### src/rtl/snn_l1_engine_if.sv
// Pattern-input / result bus of the spiking-feature distance engine.
//   in_valid, img, ker, weight, mode : frame stream from the pattern source
//   busy, out_valid, out_data        : engine status and distance result
// master = stream source / result sink, slave = engine.
interface snn_l1_engine_if #(
  parameter int unsigned DATA_W = 8,
  parameter int unsigned OUT_W  = 10
) ();
  logic              in_valid;
  logic [DATA_W-1:0] img;
  logic [DATA_W-1:0] ker;
  logic [DATA_W-1:0] weight;
  logic              mode;
  logic              busy;
  logic              out_valid;
  logic [OUT_W-1:0]  out_data;

  modport master (
    output in_valid, img, ker, weight, mode,
    input  busy, out_valid, out_data
  );

  modport slave (
    input  in_valid, img, ker, weight, mode,
    output busy, out_valid, out_data
  );
endinterface

### src/rtl/snn_l1_engine.sv
// Two-image spiking-feature comparator: per image 3x3 convolution, quantisation,
// 2x2 max-pool, PxP fully-connected stage and second quantisation; reports the
// thresholded L1 (mode 0) or L-infinity (mode 1) distance of the feature vectors.
// Ports:
//   clk, rst_n : clock, asynchronous active-low reset
//   bus        : snn_l1_engine_if.slave (in_valid/img/ker/weight/mode in,
//                busy/out_valid/out_data out)
module snn_l1_engine #(
  parameter int unsigned IMG_W    = 6,
  parameter int unsigned DATA_W   = 8,
  parameter int unsigned CONV_DIV = 2295,
  parameter int unsigned FC_DIV   = 510,
  parameter int unsigned THRESH   = 16
) (
  input  logic           clk,
  input  logic           rst_n,
  snn_l1_engine_if.slave bus
);

  localparam int unsigned FM     = IMG_W - 2;
  localparam int unsigned P      = FM / 2;
  localparam int unsigned PP     = P * P;
  localparam int unsigned NPIX   = IMG_W * IMG_W;
  localparam int unsigned OUT_W  = DATA_W + $clog2(PP);
  localparam int unsigned CNT_W  = $clog2(2 * NPIX);
  localparam int unsigned FMI_W  = $clog2(FM * FM);
  localparam int unsigned WI_W   = $clog2(PP);
  localparam int unsigned FQI_W  = $clog2(2 * PP);
  localparam int unsigned RC_W   = $clog2(FM);
  localparam int unsigned PI_W   = $clog2(P);
  localparam int unsigned CSUM_W = 2 * DATA_W + 4;
  localparam int unsigned FSUM_W = 2 * DATA_W + $clog2(P) + 1;
  localparam logic [DATA_W-1:0] QMAX = '1;

  typedef enum logic [2:0] {
    S_IDLE,
    S_LOAD,
    S_CONV,
    S_POOL_FC,
    S_DIST,
    S_OUT
  } state_t;

  state_t state_q, state_nx;

  // frame storage
  logic [DATA_W-1:0] img_mem [2*NPIX];
  logic [DATA_W-1:0] ker_mem [9];
  logic [DATA_W-1:0] w_mem   [PP];
  logic [DATA_W-1:0] fmap    [FM*FM];
  logic [DATA_W-1:0] fq_mem  [2*PP];
  logic              mode_q;

  // load / compute bookkeeping
  logic [CNT_W-1:0] ld_cnt_q;
  logic             loading_q;
  logic             ld_done_q;
  logic [RC_W-1:0]  conv_r_q, conv_c_q;
  logic [PI_W-1:0]  fc_i_q, fc_j_q;
  logic             img_sel_q;

  logic              busy_q;
  logic              out_valid_q;
  logic [OUT_W-1:0]  out_data_q;

  logic              cap_c;
  logic              img1_ready_c;
  logic              conv_last_c, fc_last_c;
  logic              conv_step_c, fc_step_c;

  logic [CSUM_W-1:0] conv_sum, conv_quot;
  logic [DATA_W-1:0] conv_q_c;
  int                img_base;

  logic [FSUM_W-1:0] fc_sum, fc_quot;
  logic [DATA_W-1:0] pool_m, pix;
  logic [DATA_W-1:0] fc_q_c;

  logic [DATA_W-1:0] fq_a, fq_b, dn, dist_max;
  logic [OUT_W-1:0]  dist_sum, dist_r, dist_res_c;

  // Data is accepted on the first in_valid seen in IDLE and then only while the
  // frame is still streaming; stray in_valid at any other time is dropped.
  assign cap_c        = bus.in_valid && ((state_q == S_IDLE) || loading_q);
  assign img1_ready_c = ld_done_q || (ld_cnt_q >= CNT_W'(NPIX));
  assign conv_last_c  = (conv_r_q == RC_W'(FM - 1)) && (conv_c_q == RC_W'(FM - 1));
  assign fc_last_c    = (fc_i_q == PI_W'(P - 1)) && (fc_j_q == PI_W'(P - 1));

  // State register
  always_ff @(posedge clk or negedge rst_n) begin
    if (!rst_n) state_q <= S_IDLE;
    else        state_q <= state_nx;
  end

  // Next state and per-cycle compute strobes; image 2 convolution waits for the
  // last pixel of image 2, image 1 work overlaps the image 2 stream.
  always_comb begin
    state_nx    = state_q;
    conv_step_c = 1'b0;
    fc_step_c   = 1'b0;
    case (state_q)
      S_IDLE:    if (bus.in_valid) state_nx = S_LOAD;
      S_LOAD:    if (img1_ready_c) state_nx = S_CONV;
      S_CONV: begin
        if (!img_sel_q || ld_done_q) begin
          conv_step_c = 1'b1;
          if (conv_last_c) state_nx = S_POOL_FC;
        end
      end
      S_POOL_FC: begin
        fc_step_c = 1'b1;
        if (fc_last_c) state_nx = img_sel_q ? S_DIST : S_CONV;
      end
      S_DIST:    state_nx = S_OUT;
      S_OUT:     state_nx = S_IDLE;
      default:   state_nx = S_IDLE;
    endcase
  end

  // Frame capture: pixels of both images, kernel, weights and mode
  always_ff @(posedge clk or negedge rst_n) begin
    if (!rst_n) begin
      ld_cnt_q  <= '0;
      loading_q <= 1'b0;
      ld_done_q <= 1'b0;
      mode_q    <= 1'b0;
      for (int i = 0; i < int'(2 * NPIX); i++) img_mem[CNT_W'(i)] <= '0;
      for (int i = 0; i < 9; i++)              ker_mem[4'(i)]     <= '0;
      for (int i = 0; i < int'(PP); i++)       w_mem[WI_W'(i)]    <= '0;
    end else begin
      if (cap_c) begin
        img_mem[ld_cnt_q] <= bus.img;
        if (ld_cnt_q < CNT_W'(9))  ker_mem[4'(ld_cnt_q)]  <= bus.ker;
        if (ld_cnt_q < CNT_W'(PP)) w_mem[WI_W'(ld_cnt_q)] <= bus.weight;
        if (ld_cnt_q == '0)        mode_q                 <= bus.mode;
        if (ld_cnt_q == CNT_W'(2 * NPIX - 1)) begin
          ld_cnt_q  <= '0;
          loading_q <= 1'b0;
          ld_done_q <= 1'b1;
        end else begin
          ld_cnt_q  <= ld_cnt_q + 1'b1;
          loading_q <= 1'b1;
        end
      end else if (state_q == S_OUT) begin
        ld_done_q <= 1'b0;
      end
    end
  end

  // One convolution output per cycle, quantised with exact floor division
  always_comb begin
    conv_sum = '0;
    img_base = img_sel_q ? int'(NPIX) : 0;
    for (int a = 0; a < 3; a++) begin
      for (int b = 0; b < 3; b++) begin
        conv_sum = conv_sum
                 + CSUM_W'(img_mem[CNT_W'(img_base + (int'(conv_r_q) + a) * int'(IMG_W)
                                          + int'(conv_c_q) + b)])
                 * CSUM_W'(ker_mem[4'(a * 3 + b)]);
      end
    end
    conv_quot = conv_sum / CSUM_W'(CONV_DIV);
    conv_q_c  = (conv_quot > CSUM_W'(QMAX)) ? QMAX : DATA_W'(conv_quot);
  end

  // One FC output F[i][j] per cycle; the pooled row M[i][*] is formed on the fly
  always_comb begin
    fc_sum = '0;
    pool_m = '0;
    pix    = '0;
    for (int k = 0; k < int'(P); k++) begin
      pool_m = '0;
      for (int dr = 0; dr < 2; dr++) begin
        for (int dc = 0; dc < 2; dc++) begin
          pix = fmap[FMI_W'((2 * int'(fc_i_q) + dr) * int'(FM) + 2 * k + dc)];
          if (pix > pool_m) pool_m = pix;
        end
      end
      fc_sum = fc_sum + FSUM_W'(pool_m)
                      * FSUM_W'(w_mem[WI_W'(k * int'(P) + int'(fc_j_q))]);
    end
    fc_quot = fc_sum / FSUM_W'(FC_DIV);
    fc_q_c  = (fc_quot > FSUM_W'(QMAX)) ? QMAX : DATA_W'(fc_quot);
  end

  // Convolution / FC sequencing and result storage
  always_ff @(posedge clk or negedge rst_n) begin
    if (!rst_n) begin
      conv_r_q  <= '0;
      conv_c_q  <= '0;
      fc_i_q    <= '0;
      fc_j_q    <= '0;
      img_sel_q <= 1'b0;
      for (int i = 0; i < int'(FM * FM); i++) fmap[FMI_W'(i)]   <= '0;
      for (int i = 0; i < int'(2 * PP); i++)  fq_mem[FQI_W'(i)] <= '0;
    end else begin
      if (conv_step_c) begin
        fmap[FMI_W'(int'(conv_r_q) * int'(FM) + int'(conv_c_q))] <= conv_q_c;
        if (conv_c_q == RC_W'(FM - 1)) begin
          conv_c_q <= '0;
          conv_r_q <= (conv_r_q == RC_W'(FM - 1)) ? '0 : conv_r_q + 1'b1;
        end else begin
          conv_c_q <= conv_c_q + 1'b1;
        end
      end
      if (fc_step_c) begin
        fq_mem[FQI_W'(int'(img_sel_q) * int'(PP) + int'(fc_i_q) * int'(P) + int'(fc_j_q))] <= fc_q_c;
        if (fc_j_q == PI_W'(P - 1)) begin
          fc_j_q <= '0;
          fc_i_q <= (fc_i_q == PI_W'(P - 1)) ? '0 : fc_i_q + 1'b1;
        end else begin
          fc_j_q <= fc_j_q + 1'b1;
        end
        if (fc_last_c) img_sel_q <= ~img_sel_q;
      end
    end
  end

  // Distance between the two quantised feature vectors, then thresholding
  always_comb begin
    dist_sum = '0;
    dist_max = '0;
    fq_a     = '0;
    fq_b     = '0;
    dn       = '0;
    for (int n = 0; n < int'(PP); n++) begin
      fq_a     = fq_mem[FQI_W'(n)];
      fq_b     = fq_mem[FQI_W'(int'(PP) + n)];
      dn       = (fq_a >= fq_b) ? (fq_a - fq_b) : (fq_b - fq_a);
      dist_sum = dist_sum + OUT_W'(dn);
      if (dn > dist_max) dist_max = dn;
    end
    dist_r     = mode_q ? OUT_W'(dist_max) : dist_sum;
    dist_res_c = (dist_r < OUT_W'(THRESH)) ? '0 : dist_r;
  end

  // Registered outputs: result strobe during OUT, busy from frame start to OUT
  always_ff @(posedge clk or negedge rst_n) begin
    if (!rst_n) begin
      out_valid_q <= 1'b0;
      out_data_q  <= '0;
      busy_q      <= 1'b0;
    end else begin
      out_valid_q <= (state_q == S_DIST);
      out_data_q  <= (state_q == S_DIST) ? dist_res_c : '0;
      if ((state_q == S_IDLE) && bus.in_valid) busy_q <= 1'b1;
      else if (state_q == S_OUT)                busy_q <= 1'b0;
    end
  end

  assign bus.busy      = busy_q;
  assign bus.out_valid = out_valid_q;
  assign bus.out_data  = out_data_q;

endmodule

### src/flat_wrapper.sv
// flat-port wrapper written by rule: the top's interface ports become plain ports
module snn_l1_engine_flat 
#(
  parameter int unsigned IMG_W    = 6,
  parameter int unsigned DATA_W   = 8,
  parameter int unsigned CONV_DIV = 2295,
  parameter int unsigned FC_DIV   = 510,
  parameter int unsigned THRESH   = 16
)
  (clk, rst_n, bus_in_valid, bus_img, bus_ker, bus_weight, bus_mode, bus_busy, bus_out_valid, bus_out_data);
  snn_l1_engine_if #(.DATA_W(DATA_W), .OUT_W(((8) + $clog2(((6 - 2) / 2) * ((6 - 2) / 2))))) bus_i ();
  input  logic clk;
  input  logic rst_n;
  input wire logic [$bits(bus_i.in_valid)-1:0] bus_in_valid;
  input wire logic [$bits(bus_i.img)-1:0] bus_img;
  input wire logic [$bits(bus_i.ker)-1:0] bus_ker;
  input wire logic [$bits(bus_i.weight)-1:0] bus_weight;
  input wire logic [$bits(bus_i.mode)-1:0] bus_mode;
  output wire logic [$bits(bus_i.busy)-1:0] bus_busy;
  output wire logic [$bits(bus_i.out_valid)-1:0] bus_out_valid;
  output wire logic [$bits(bus_i.out_data)-1:0] bus_out_data;
  assign bus_i.in_valid = bus_in_valid;
  assign bus_i.img = bus_img;
  assign bus_i.ker = bus_ker;
  assign bus_i.weight = bus_weight;
  assign bus_i.mode = bus_mode;
  assign bus_busy = bus_i.busy;
  assign bus_out_valid = bus_i.out_valid;
  assign bus_out_data = bus_i.out_data;
  snn_l1_engine #(.IMG_W(IMG_W), .DATA_W(DATA_W), .CONV_DIV(CONV_DIV), .FC_DIV(FC_DIV), .THRESH(THRESH)) u_core (.clk(clk), .rst_n(rst_n), .bus(bus_i));
endmodule
### config.mk
export PLATFORM = sky130hd
export DESIGN_NAME = snn_l1_engine_flat
export DESIGN_NICKNAME = d
export VERILOG_FILES = /design/src/rtl/snn_l1_engine_if.sv /design/src/rtl/snn_l1_engine.sv /design/src/flat_wrapper.sv
export SDC_FILE = /design/constraint.sdc
export NUM_CORES = 1
export LEC_CHECK = 0
export ABC_AREA = 1
export CAP_MARGIN = 0
export CELL_PAD_IN_SITES_DETAIL_PLACEMENT = 0
export CELL_PAD_IN_SITES_GLOBAL_PLACEMENT = 1
export CORE_MARGIN = 8
export CORE_UTILIZATION = 40
export CTS_BUF_LIST = sky130_fd_sc_hd__clkbuf_16
export CTS_CLUSTER_SIZE = 40
export DETAILED_ROUTE_END_ITERATION = 6
export DONT_BUFFER_PORTS = 1
export PLACE_DENSITY_LB_ADDON = 0.08
export SLEW_MARGIN = 20
export SYNTH_ARGS = -nofsm -noshare
export SYNTH_HDL_FRONTEND = slang
export SYNTH_SLANG_ARGS = --single-unit
### constraint.sdc
create_clock -name clk -period 1.28 [get_ports clk]
set_clock_uncertainty 0.1 [all_clocks]
set_input_delay 0.192 -clock clk [delete_from_list [all_inputs] [get_ports clk]]
set_output_delay 0.192 -clock clk [all_outputs]
set_load 0.1 [all_outputs]
==> out/qor.txt <==
Crit path buf inv count -> 1
Static Leak -> 0.8652 nW
CTS Root Cell -> clkbuf_16
WP data required -> 1.32 ns
Vias in the first global route -> 1,022
Synthesized area -> 1276 sq um
Post-Syn Area per Cell -> 8.396 sq um
Status -> finished with violations
Iteration-0 DRC count of the detailed router -> 69
Max Freq -> 758.7 MHz
Initial antenna violation count -> 0
Crit path max-delay family -> flip-flops
Fin Hold WS -> 0.006409 ns
Area leader, netlist -> dfrtp_1
PwrDens -> 2638 nW/um^2
Core Box Area -> 3053 sq um
Placed inst area -> 1439 sq um
Cell repeated most along the worst path -> nand2_4
Post-synth ARST share -> 100.0%
FF/Latch Area -> 528.0 sq um
Area of the multi-input gates -> 725.7 sq um
Max clock buf depth -> 2
Max_cap viols -> 0
Post-DP HPWL -> 1803 microns
Vias post-DR -> 992
Crit end category -> flip-flop
RSZ-0062 raised after global routing -> yes
WP data arrival -> 1.36 ns
Most frequent cell after synthesis -> nand2_1
Crit-path slowest cell -> dfrtp_2
Failing checks -> negative setup slack
Max-slew violation count -> 0
Crit share post-route -> 103.0%
WL final -> 2542 microns
Flop and latch count out of synthesis -> 21
Row count -> 20
Total gr overflow -> 0
Crit path kind -> flip-flop to flip-flop
Post-synth EDFFs -> 0
Detail Route Antenna Nets -> 0
Placed cells -> 215
Number of clock sinks -> 21
Vias/cell -> 4.409
Final hold vios -> 0
Skew-Pair Late Insertion Delay -> 0.25 ns
Fillers -> 291
Ys flop type -> dfrtp_1
Tmin final -> 1.318 ns
Post-synthesis cell type count -> 28
Port Buffers -> 0
Sequential share of the synthesized area -> 41.18%
CTS tree -> built
Clock transition at path regs -> 0.06 ns
Worst path cell trace -> inv_4 -> nand2_4 -> nor2_4 -> nand2_4 -> nand2_8 -> nand2_4 -> xor2_2
DRC -> 0
Share of layout cells above drive strength 1 -> 42.54%
Post-Synthesis Cells -> 152
First-pass GRT wire length -> 4340 microns
GRT Overall Usage -> 10.25%
Setup_tns -> -0.1743 ns
Area delta synth->final -> 35.20%
Final Cell Area -> 1725 sq um
Startpoint Class -> flip-flop
Synth top area share -> 41.18%
Synth cell count leaders -> nand2_1 (36), dfrtp_1 (21), inv_1 (18), nand3_1 (13), buf_4 (10)
Routability Congestion -> 0.8142
Wire length per cell -> 11.30 microns
Initial core utilization -> 41.80%
Drt pass-1 iters -> 4
Final setup viols -> 7
Hold crit path type -> primary input to flip-flop
Die X-Extent -> 72.49 microns
Critical Path Fanout Max -> 6
Ant diodes -> 0
Post-layout nets -> 214
H-tree Lvls -> 1
Maximum VDD drop -> 0.0009392 V
DIE AREA -> 5254 sq um
Synth area leaders -> dfrtp_1 (41%), nand2_1 (11%), buf_4 (5.9%), inv_1 (5.3%), nand3_1 (5.1%)
Die Ht -> 72.49 microns
Post-route insts no fill -> 225
Final setup margin -> -0.03809 ns
Max incr delay on CP -> 0.47 ns
Synth warn -> 0
Ports -> 40
Largest net degree at the start of global routing -> 22
CTS buffer count -> 3
==> final cells by class <==
cell class,count,area share [%]
multi-input cells,107,42.06
flip-flops and latches,21,30.60
repair buffers,27,14.21
inverters,22,5.366
clock buffers,3,4.351
well taps,44,3.191
clock inverters,1,0.2175
==> power breakdown <==
group | internal [W] | total [W] | switching [W]
sequential | 0.000977 | 0.00123 | 0.000258
combinational | 0.00112 | 0.00267 | 0.00155
clock | 0.000416 | 0.000647 | 0.000231
==> flip-flops by register name, summed over array words and instances (netlist names) <==
| register | flops |
|---|---|
| u_core.ld_cnt_q | 7 |
| u_core.loading_q | 1 |
| u_core.conv_r_q | 2 |
| u_core.fc_j_q | 1 |
| u_core.fc_i_q | 1 |
| u_core.img_sel_q | 1 |
| u_core.bus.busy | 1 |
| u_core.conv_c_q | 2 |
| u_core.state_q | 3 |
| u_core.ld_done_q | 1 |
| u_core.bus.out_valid | 1 |
==> per-stage QoR <==
| stage | total power [W] | utilization, % | setup slack, ns |
|---|---|---|---|
| finish | 0.004551 | 56.52 | -0.03809 |
| global route | 0.004920 | 56.52 | -0.1058 |
| CTS | 0.004363 | 52.99 | -0.06361 |
| detailed placement | 0.003398 | 47.13 | -0.1175 |
| global placement | 0.003363 | 47.13 | -0.1136 |
| floorplan | 0.002780 | - | -0.02932 |
==> layer usage <==
layer / share of wire (%) / GRT usage [%]
met1: 45 / 12.45
met2: 49 / 16.65
met3: 3.6 / 2.755
met4: 2.2 / 4.222
met5: 0 / 0
==> what timing repair did <==
action                                  CTS  global route
resized for setup                        19            25
buffers inserted                          2             2
hold endpoints to repair                 21            21
pin swaps                                11            12
cloned                                    1             0
endpoints found under the setup margin   13            18
==> path summary, 6_finish.rpt <==
path                                   start                  to  slack (ns)  cells after the start
max                        u_core.state_q[0]  u_core.ld_cnt_q[2]       -0.04                      7
min                             bus_in_valid    u_core.loading_q       0.006                      3
max reg2reg                u_core.state_q[0]  u_core.ld_cnt_q[2]       -0.04                      7
min reg2reg                    u_core.fc_i_q       u_core.fc_i_q        0.38                      1
max in group asynchronous              rst_n   u_core.state_q[2]        0.65                      2
min in group asynchronous              rst_n  u_core.ld_cnt_q[4]        0.27                      2
==> worst reg2reg max path, delay by kind of cell, from the launching register on <==
kind | cells | cell delay [ns]
buffers and inverters | 1 | 0.08
XOR/XNOR | 1 | 0.14
AND/OR/NAND/NOR | 5 | 0.42
flip-flops | 1 | 0.47
==> cell families after synthesis <==
kind of cell    count (synthesis)  synth area share, %
flops                          21                41.18
other cells                     1               0.2938
fa+ha+maj                       4                3.922
xor+xnor                        6                5.295
buf+inv                        34                15.00
compound gates                 16                7.156
simple gates                   70                27.16
==> layout by cell type, fill, tap and decap left out, types with 2 or more instances in the layout <==
| cell | netlist | routed |
|---|---|---|
| nand4_1 | 2 | 2 |
| dfrtp_2 | 0 | 2 |
| a21oi_2 | 1 | 3 |
| dfrtp_1 | 21 | 19 |
| buf_12 | 1 | 2 |
| xor2_1 | 2 | 2 |
| ha_1 | 4 | 2 |
| clkbuf_16 | 0 | 3 |
| nand3_1 | 13 | 10 |
| buf_6 | 1 | 4 |
| nor2_4 | 1 | 5 |
| inv_4 | 1 | 2 |
| o21ai_1 | 7 | 2 |
| nand3_2 | 1 | 3 |
| o21ai_2 | 0 | 6 |
| nand2_1 | 36 | 29 |
| xnor2_1 | 2 | 2 |
| nor2_1 | 6 | 3 |
| o21a_1 | 2 | 2 |
| nand2_4 | 5 | 6 |
| buf_4 | 10 | 20 |
| nor3_1 | 3 | 2 |
| ha_2 | 0 | 2 |
| nand2_2 | 1 | 7 |
| xor2_2 | 2 | 2 |
| conb_1 | 1 | 10 |
| inv_1 | 18 | 15 |
| inv_2 | 3 | 5 |
Note: power is estimated with default switching activity, not from simulation.
